--- config.mk ---
export PLATFORM = sky130hd
export DESIGN_NAME = seg_scan_ctrl
export DESIGN_NICKNAME = d
export VERILOG_FILES = /design/src/rtl/seg_scan_ctrl.sv
export SDC_FILE = /design/constraint.sdc
export NUM_CORES = 1
export LEC_CHECK = 0
export CAP_MARGIN = 30
export CORE_MARGIN = 3
export CORE_UTILIZATION = 60
export DETAILED_ROUTE_END_ITERATION = 8
export PLACE_DENSITY_LB_ADDON = 0.15
export SYNTH_ARGS = -nofsm -noshare
export SYNTH_HDL_FRONTEND = slang
export SYNTH_SLANG_ARGS = --single-unit
--- constraint.sdc ---
create_clock -name clk -period 8 [get_ports clk]
set_input_delay 1.2 -clock clk [delete_from_list [all_inputs] [get_ports clk]]
set_output_delay 1.2 -clock clk [all_outputs]
set_load 0.005 [all_outputs]
--- src/rtl/seg_scan_ctrl.sv ---
// Multiplexed seven-segment scanner with double-buffered display data.
// Define SEG_LZB_EN to enable leading-zero blanking.
module seg_scan_ctrl #(
    parameter int DIGITS = 8,
    parameter int SCAN_DIV = 200000,
    localparam int CNT_W = $clog2(SCAN_DIV)
) (
    input  logic                  clk,
    input  logic                  rst,
    input  logic                  start,
    input  logic                  stop,
    input  logic                  load,
    input  logic [4*DIGITS-1:0]   data,
    input  logic [DIGITS-1:0]     dp,
    input  logic [DIGITS-1:0]     blank,
    output logic [DIGITS-1:0]     led_en,
    output logic [7:0]            led_cx,
    output logic                  frame_done,
    output logic                  busy
);

    localparam int IDX_W = $clog2(DIGITS);

    localparam logic [0:0] IDLE = 1'b0;
    localparam logic [0:0] SCAN = 1'b1;

    logic [0:0]           state;
    logic [IDX_W-1:0]     idx;
    logic [CNT_W-1:0]     cnt;

    logic [4*DIGITS-1:0]  pend_data;
    logic [DIGITS-1:0]    pend_dp;
    logic [DIGITS-1:0]    pend_blank;
    logic                 pend_valid;

    logic [4*DIGITS-1:0]  shd_data;
    logic [DIGITS-1:0]    shd_dp;
    logic [DIGITS-1:0]    shd_blank;

    logic                 last_cnt;
    logic                 last_idx;
    logic                 wrap;

    assign last_cnt = (cnt == CNT_W'(SCAN_DIV - 1));
    assign last_idx = (idx == IDX_W'(DIGITS - 1));
    // start/stop override the natural frame end, so no wrap then
    assign wrap = (state == SCAN) && last_cnt && last_idx && !start && !stop;
    assign busy = (state == SCAN);

    function automatic logic [7:0] seg7(input logic [3:0] n);
        logic [7:0] s;
        s = 8'hFF;
        case (n)
            4'h0: s = 8'h03;
            4'h1: s = 8'h9F;
            4'h2: s = 8'h25;
            4'h3: s = 8'h0D;
            4'h4: s = 8'h99;
            4'h5: s = 8'h49;
            4'h6: s = 8'h41;
            4'h7: s = 8'h1F;
            4'h8: s = 8'h01;
            4'h9: s = 8'h09;
            4'hA: s = 8'h11;
            4'hB: s = 8'hC1;
            4'hC: s = 8'h63;
            4'hD: s = 8'h85;
            4'hE: s = 8'h61;
            4'hF: s = 8'h71;
            default: s = 8'hFF;
        endcase
        return s;
    endfunction

    always_ff @(posedge clk or posedge rst) begin
        if (rst) begin
            state <= IDLE;
            idx   <= '0;
            cnt   <= '0;
        end else if (stop) begin
            state <= IDLE;
            idx   <= '0;
            cnt   <= '0;
        end else if (start) begin
            state <= SCAN;
            idx   <= '0;
            cnt   <= '0;
        end else if (state == SCAN) begin
            if (last_cnt) begin
                cnt <= '0;
                idx <= last_idx ? '0 : idx + 1'b1;
            end else begin
                cnt <= cnt + 1'b1;
            end
        end
    end

    always_ff @(posedge clk or posedge rst) begin
        if (rst) begin
            pend_data  <= '0;
            pend_dp    <= '0;
            pend_blank <= '1;
            pend_valid <= 1'b0;
            shd_data   <= '0;
            shd_dp     <= '0;
            shd_blank  <= '1;
        end else begin
            if (load) begin
                pend_data  <= data;
                pend_dp    <= dp;
                pend_blank <= blank;
            end
            if (wrap) begin
                // a load landing on the wrap itself goes straight to display
                if (load) begin
                    shd_data  <= data;
                    shd_dp    <= dp;
                    shd_blank <= blank;
                end else if (pend_valid) begin
                    shd_data  <= pend_data;
                    shd_dp    <= pend_dp;
                    shd_blank <= pend_blank;
                end
                pend_valid <= 1'b0;
            end else if (state == IDLE && pend_valid) begin
                shd_data   <= pend_data;
                shd_dp     <= pend_dp;
                shd_blank  <= pend_blank;
                pend_valid <= load;
            end else if (load) begin
                pend_valid <= 1'b1;
            end
        end
    end

    logic [DIGITS-1:0] lz;

`ifdef SEG_LZB_EN
    logic lead;
    always_comb begin
        lz   = '0;
        lead = 1'b1;
        for (int i = DIGITS - 1; i > 0; i--) begin
            lead  = lead && (shd_data[4*i +: 4] == 4'h0) && !shd_dp[i];
            lz[i] = lead;
        end
    end
`else
    assign lz = '0;
`endif

    logic [3:0]        nib;
    logic              dot;
    logic              dark;
    logic [DIGITS-1:0] next_en;
    logic [7:0]        next_cx;

    always_comb begin
        nib     = shd_data[4*int'(idx) +: 4];
        dot     = shd_dp[idx];
        dark    = shd_blank[idx] | lz[idx];
        next_en = '1;
        next_cx = 8'hFF;
        if (state == SCAN) begin
            next_en[idx] = 1'b0;
            if (!dark) begin
                next_cx = seg7(nib) & {7'h7F, ~dot};
            end
        end
    end

    always_ff @(posedge clk or posedge rst) begin
        if (rst) begin
            led_en     <= '1;
            led_cx     <= 8'hFF;
            frame_done <= 1'b0;
        end else begin
            led_en     <= next_en;
            led_cx     <= next_cx;
            frame_done <= wrap;
        end
    end

endmodule
==> metrics.md, run 1 <==
| Metric | Value |
|---|---|
| Status | `finished, final reports clean` |
| CP top delay family | `flip-flops` |
| Critical path buffer and inverter count | `2` |
| Starting Density | `63.2%` |
| Max cap viols | `0` |
| Final Instance Area | `0.00765 sq mm` |
| Fin. Hold Viols | `0` |
| Most used flip-flop cell after synthesis | `dfrtp_1` |
| Critical-path top delay cell | `dfrtp_1` |
| Clk Tree Root Cell | `clkbuf_8` |
| Total track usage | `24.5%` |
| Nets | `626` |
| Final setup fails | `0` |
| WP data arrival | `3.91 ns` |
| Post-CTS Hold Fix Bufs | `0` |
| Detailed Routing Iterations Pass 1 | `5` |
| Leakage power | `3.04 nW` |
| Final hold slack | `0.520 ns` |
| Drc violations | `0` |
| Post-CTS Setup Bufs | `0` |
| Most common cell in the netlist | `dfrtp_1` |
| PostCTS Resize Cnt | `0` |
| Peak VDD IR | `0.152 mV` |
| Syn_nets | `564` |
| Met2 Use GR | `38.9%` |
| Area grow syn2layout | `21.2%` |
| Pins Over Slew Limit | `0` |
| Most area-hungry cell type in the Yosys netlist | `dfrtp_1` |
| Slew @ Worst Pin | `0.933 ns` |
| Pin count of the biggest net entering global routing | `69` |
| Fraction of layout cells with a size suffix above 1 | `31.7%` |
| Commonest cells in the synthesized netlist | `dfrtp_1, mux2_2, nand2b_1` |
| Vias in the first global route | `4383` |
| Power per cell area | `232 mW/mm^2` |
| Reg2Reg Capture Point | `shd_data[13]` |
| Worst-path clk slew | `0.06 ns` |
| Max H-tree Level | `4` |
| Die Width | `109 um` |
| # clock sinks | `136` |
| Unrepaired setup endpoints after global routing | `no` |
| CTS Buf Count | `17` |
| Ys async rst share | `100%` |
| Crit-path cells | `ha_1 -> ha_1 -> and2_1 -> o2111ai_4 -> buf_4 -> nand2b_1 -> buf_4 -> o221a_2` |
| Synthesized flop and latch total | `136` |
| First-pass GRT wire length | `22000 um` |
| IO Pins | `71` |
| Critical setup path kind | `reg2reg` |
| Req. time, crit path | `8.47 ns` |
| Crit path launch | `idx[1]` |
| CP endpoint kind | `flop` |
| Final clock skew | `0.00930 ns` |
| CTS Buffer Depth | `2` |
| Critical Path Sink | `shd_data[13]` |
| Final HPWL DP | `8380 um` |
| Die Y | `109 um` |
| Initial antenna violation count | `0` |
| Flop2flop setup slack | `4.55 ns` |
| Worst skew pair latency | `0.54 ns` |
| TritonCTS clock tree | `built` |
| Die area | `0.0118 sq mm` |
| Global route total overflow | `0` |
| Crit path max fanout | `49` |
| Post-synth EDFFs | `0` |
| Core area | `0.0100 sq mm` |
| Final critical-path required period | `3.45 ns` |
| RR Startpoint | `idx[1]` |
| Max Clock Freq | `290 MHz` |
| Netlist cell types | `44` |
| Final Wtd Congestion | `0.819` |
| Placed inst area | `0.00712 sq mm` |
| Worst Hold Class | `reg2reg` |
| CP Depth | `8` |
| Pre-CTS setup slack | `4.10 ns` |
| Top Usage Layer GRT | `met2` |
| Post-route antenna net violation count | `0` |
| Placed Instances | `678` |
| IO Port Bufs | `70` |
| Non-Filler Instances | `710` |
| Met1 usage | `32.3%` |
| Via count | `4242` |
| ANT cells | `0` |
| Final wirelength | `13000 um` |
| DRT iter0 DRCs | `337` |
| Worst reg-to-reg path cell count | `8` |
| Share of the synthesized area in the top cell type | `41.2%` |
| Avg Cell Area, Syn | `12.6 sq um` |
| Vias per inst | `5.97` |
| Std cell rows | `36` |
| CP startpoint kind | `flop` |
| Setup_tns | `0 ns` |
| Crit-path max cell delay | `0.96 ns` |
| Yosys Warn Count | `0` |
| Worst setup slack after layout | `4.55 ns` |
| Drt wl/cell | `18.3 um` |
| Register area share after synthesis | `54.5%` |
| Cell Area, Synth | `0.00631 sq mm` |
| Fin crit share | `43.1%` |
| Dominant cells by area after synthesis | `dfrtp_1, dfstp_2, mux2_2, o221a_2, nand2b_1` |
| Relative slew slack | `36.0%` |
| Mapped Cells | `502` |
| Met3 Track Usage GR | `6.69%` |
power by group:
group	internal, mW	switching, mW	total (mW)
clock	0.425	0.282	0.706
sequential	0.775	0.0449	0.820
combinational	0.144	0.107	0.251
per-stage QoR:
| step | total power, mW | util, % |
|---|---|---|
| 2_1_floorplan | 0.991 | - |
| 3_3_place_gp | 1.06 | 70.7 |
| 3_5_place_dp | 1.08 | 71.2 |
| 4_1_cts | 1.79 | 76.5 |
| 5_1_grt | 1.86 | 76.5 |
| 6_report | 1.78 | 76.5 |
worst min-delay path by stage:
stage,start,endpoint,cells after the start
2_1_floorplan,pend_data[0],pend_data[0],1
3_3_place_gp,pend_data[9],pend_data[9],1
3_5_place_dp,pend_data[29],pend_data[29],1
4_1_cts,pend_data[23],pend_data[23],1
5_1_grt,pend_dp[7],pend_dp[7],1
6_report,pend_data[23],pend_data[23],1
kinds of logic (layout without fill, tap and decap cells):
group	count (synthesis)	in the layout	share of synthesized area [%]
DFF	136	136	54.5
muxes	72	72	14.0
xor gates and xnor gates	13	13	1.80
adders and majority gates	9	9	1.78
buffers and inverters	40	115	2.93
AOI/OAI and AO/OA	77	77	11.5
and+or+nand+nor	155	155	13.4
state kept, by name, summed over array words and instances (netlist names):
register,flops
pend_data,32
shd_data,32
cnt,18
led_cx,8
led_en,8
pend_blank,8
pend_dp,8
shd_blank,8
shd_dp,8
idx,3
busy,1
frame_done,1
pend_valid,1
routing by layer:
metal | part of all wire [%] | up-vias
met4 | 2.2 | 0
li1 | - | 1951
met5 | 0 | -
met2 | 49 | 128
met1 | 44 | 2136
met3 | 5.2 | 27
layout make-up:
type                    instances  area, sq um
flip-flops and latches        136         3440
multi-input cells             326         2710
fillers                       650         2350
repair buffers                 77          781
clock buffers                  23          457
well taps                     133          166
clock inverters                 9         76.3
inverters                       6         25.0
placed cells by master, fill, tap and decap left out, types with 4 or more instances in the layout:
cell type / instances
nand4_1: 6
mux4_2: 8
nand3_1: 16
ha_1: 9
dfrtp_1: 104
buf_4: 5
mux2_2: 52
clkdlybuf4s50_1: 69
inv_1: 5
clkbuf_1: 4
nand2b_1: 52
clkinv_2: 4
dfstp_2: 32
clkbuf_16: 16
nand2_1: 21
mux2i_1: 12
and3_1: 4
a21oi_1: 10
and2_1: 4
nor2_1: 33
o221a_2: 47
xor2_1: 10
o21ai_0: 6
Power figures use the tool's default switching activity.
==> run 2, diff against run 1 <==
- CORE_UTILIZATION: 60 -> 56
- clock period: 8 -> 3.5 ns (I/O delays scaled with it)
==> metrics.md, run 2 (synthesis results as in run 1) <==
| Metric | Value |
|---|---|
| Final Wtd Congestion | `0.800` |
| Detailed Routing Iterations Pass 1 | `4` |
| Pins Over Slew Limit | `0` |
| RR Startpoint | `idx[0]` |
| Most frequent cells in the layout | `dfrtp_1, clkdlybuf4s50_1, mux2_2, nand2b_1, o221a_2` |
| IO Pins | `71` |
| PostCTS Resize Cnt | `0` |
| Filler instances | `804` |
| Fraction of layout cells with a size suffix above 1 | `32.5%` |
| Core area | `0.0109 sq mm` |
| Worst skew pair latency | `0.41 ns` |
| Max Clock Freq | `365 MHz` |
| Std cell rows | `38` |
| Post-route antenna net violation count | `0` |
| Req. time, crit path | `3.76 ns` |
| Unrepaired setup endpoints after global routing | `no` |
| Leakage power | `3.08 nW` |
| CP startpoint kind | `flop` |
| CTS Buf Count | `17` |
| Most common library cell in the layout ignoring fill and taps | `dfrtp_1` |
| Initial antenna violation count | `0` |
| Flop2flop setup slack | `0.76 ns` |
| Crit path max fanout | `21` |
| Max H-tree Level | `4` |
| Max cap viols | `0` |
| Area occupied by multi-input gates | `0.00271 sq mm` |
| Die area | `0.0126 sq mm` |
| Final critical-path required period | `2.74 ns` |
| Hold Startpoint | `pend_data[25]` |
| Global route total overflow | `0` |
| Vias in the first global route | `4302` |
| Critical setup path kind | `reg2reg` |
| Final setup fails | `0` |
| Critical-path top delay cell | `dfrtp_1` |
| Total track usage | `22.2%` |
| Hold path depth | `1` |
| CTS Buffer Depth | `2` |
| Setup_tns | `0 ns` |
| Area grow syn2layout | `22.4%` |
| Crit-path cells | `mux4_2 -> nand2_1 -> and2_1 -> inv_1 -> ha_1 -> o311ai_0` |
| Sw frac | `23.5%` |
| ANT cells | `0` |
| IO Port Bufs | `70` |
| Final clock skew | `0.00849 ns` |
| End point of the worst hold path | `pend_data[25]` |
| Reg area | `0.00344 sq mm` |
| WP data arrival | `3.00 ns` |
| Worst reg-to-reg path cell count | `6` |
| Relative slew slack | `39.9%` |
| Drt wl/cell | `18.4 um` |
| Final HPWL DP | `8880 um` |
| Nets | `630` |
| Post-CTS Setup Bufs | `0` |
| Combinational Power Share | `13.8%` |
| Worst setup slack after layout | `0.757 ns` |
| Fin. Hold Viols | `0` |
| Fin crit share | `78.4%` |
| Reg2Reg Capture Point | `led_cx[3]` |
| Post-CTS Hold Fix Bufs | `0` |
| First-pass GRT wire length | `22200 um` |
| Sequential share of power | `44.7%` |
| Die Width | `112 um` |
| Pre-CTS setup slack | `0.789 ns` |
| Via count | `4161` |
| Final hold slack | `0.518 ns` |
| CP endpoint kind | `flop` |
| Status | `finished, final reports clean` |
| Clk Tree Root Cell | `clkbuf_16` |
| Worst-path clk slew | `0.06 ns` |
| Biggest regs | `pend_data x32, shd_data x32, cnt x18` |
| Peak VDD IR | `0.539 mV` |
| # clock sinks | `136` |
| Crit-path max cell delay | `0.93 ns` |
| Starting Density | `57.7%` |
| Worst Hold Class | `reg2reg` |
| Vias per inst | `5.77` |
| DRT iter0 DRCs | `284` |
| Pin count of the biggest net entering global routing | `49` |
| Power per cell area | `545 mW/mm^2` |
| Final wirelength | `13300 um` |
| Drc violations | `0` |
| TritonCTS clock tree | `built` |
| Slew @ Worst Pin | `0.901 ns` |
| NetSw | `990 uW` |
| Die Y | `112 um` |
| Clock network fraction of total power | `41.6%` |
| P_int | `3.22 mW` |
## run 2: cell types whose count changed in the layout (fill, tap and decap cells not counted)
cell,change
clkbuf_16,+1
inv_4,-1
clkbuf_8,+1
bufinv_16,+1
clkinv_1,-1
buf_16,-1
buf_4,+5
clkbuf_1,-1
## run 2: how the worst max path moves through the flow
stage,slack (ns),end,start
2_1_floorplan,1.17,led_cx[4],idx[1]
3_3_place_gp,0.85,led_cx[4],idx[0]
3_5_place_dp,0.79,led_cx[4],idx[0]
4_1_cts,0.69,led_cx[3],idx[0]
5_1_grt,0.49,led_cx[3],idx[0]
6_report,0.76,led_cx[3],idx[0]
## run 2: cell type report
type                       instances  share of cell area [%]
clock inverter                     8                    1.23
inverter                           6                   0.340
tap                              140                    2.27
timing repair buffer              81                    10.2
multi-input combinational        326                    35.0
sequential                       136                    44.6
clock buffer                      24                    6.36
## run 2: per-layer routing
layer	global-route usage (%)	part of all wire, %	vias up
met4	6.81	1.6	0
li1	-	-	1955
met1	30.1	46	2097
met2	35.3	49	90
met5	0	0	-
met3	6.15	4.2	19
## run 2: power groups by stage
stage               combinational, mW  sequential (mW)  clock (mW)
floorplan                       0.410             1.86           0
global placement                0.557             1.90           0
detailed placement              0.578             1.90           0
CTS                             0.585             1.88        1.77
global route                    0.636             1.90        1.85
finish                          0.579             1.88        1.75
## run 2: per-stage QoR
stage / std cells / utilization (%) / total power [mW] / area [sq um]
after global routing: 721 / 70.7 / 4.38 / 7730
after CTS: 721 / 70.7 / 4.23 / 7730
after detailed placement: 689 / 65.3 / 2.48 / 7140
after global placement: 689 / 65.3 / 2.45 / 7140
after floorplan: 502 / - / 2.26 / 6320
final: 721 / 70.7 / 4.21 / 7730
## run 2: worst max-delay path: cells and delay by family, from the launching register on
kind | cells | cell delay (ns)
AO/OA/AOI/OAI | 1 | 0.47
AND/OR/NAND/NOR | 2 | 0.27
buffers and inverters | 1 | 0.12
adder cells (fa/ha/maj) | 1 | 0.21
multiplexers | 1 | 0.59
flip-flops | 1 | 0.93
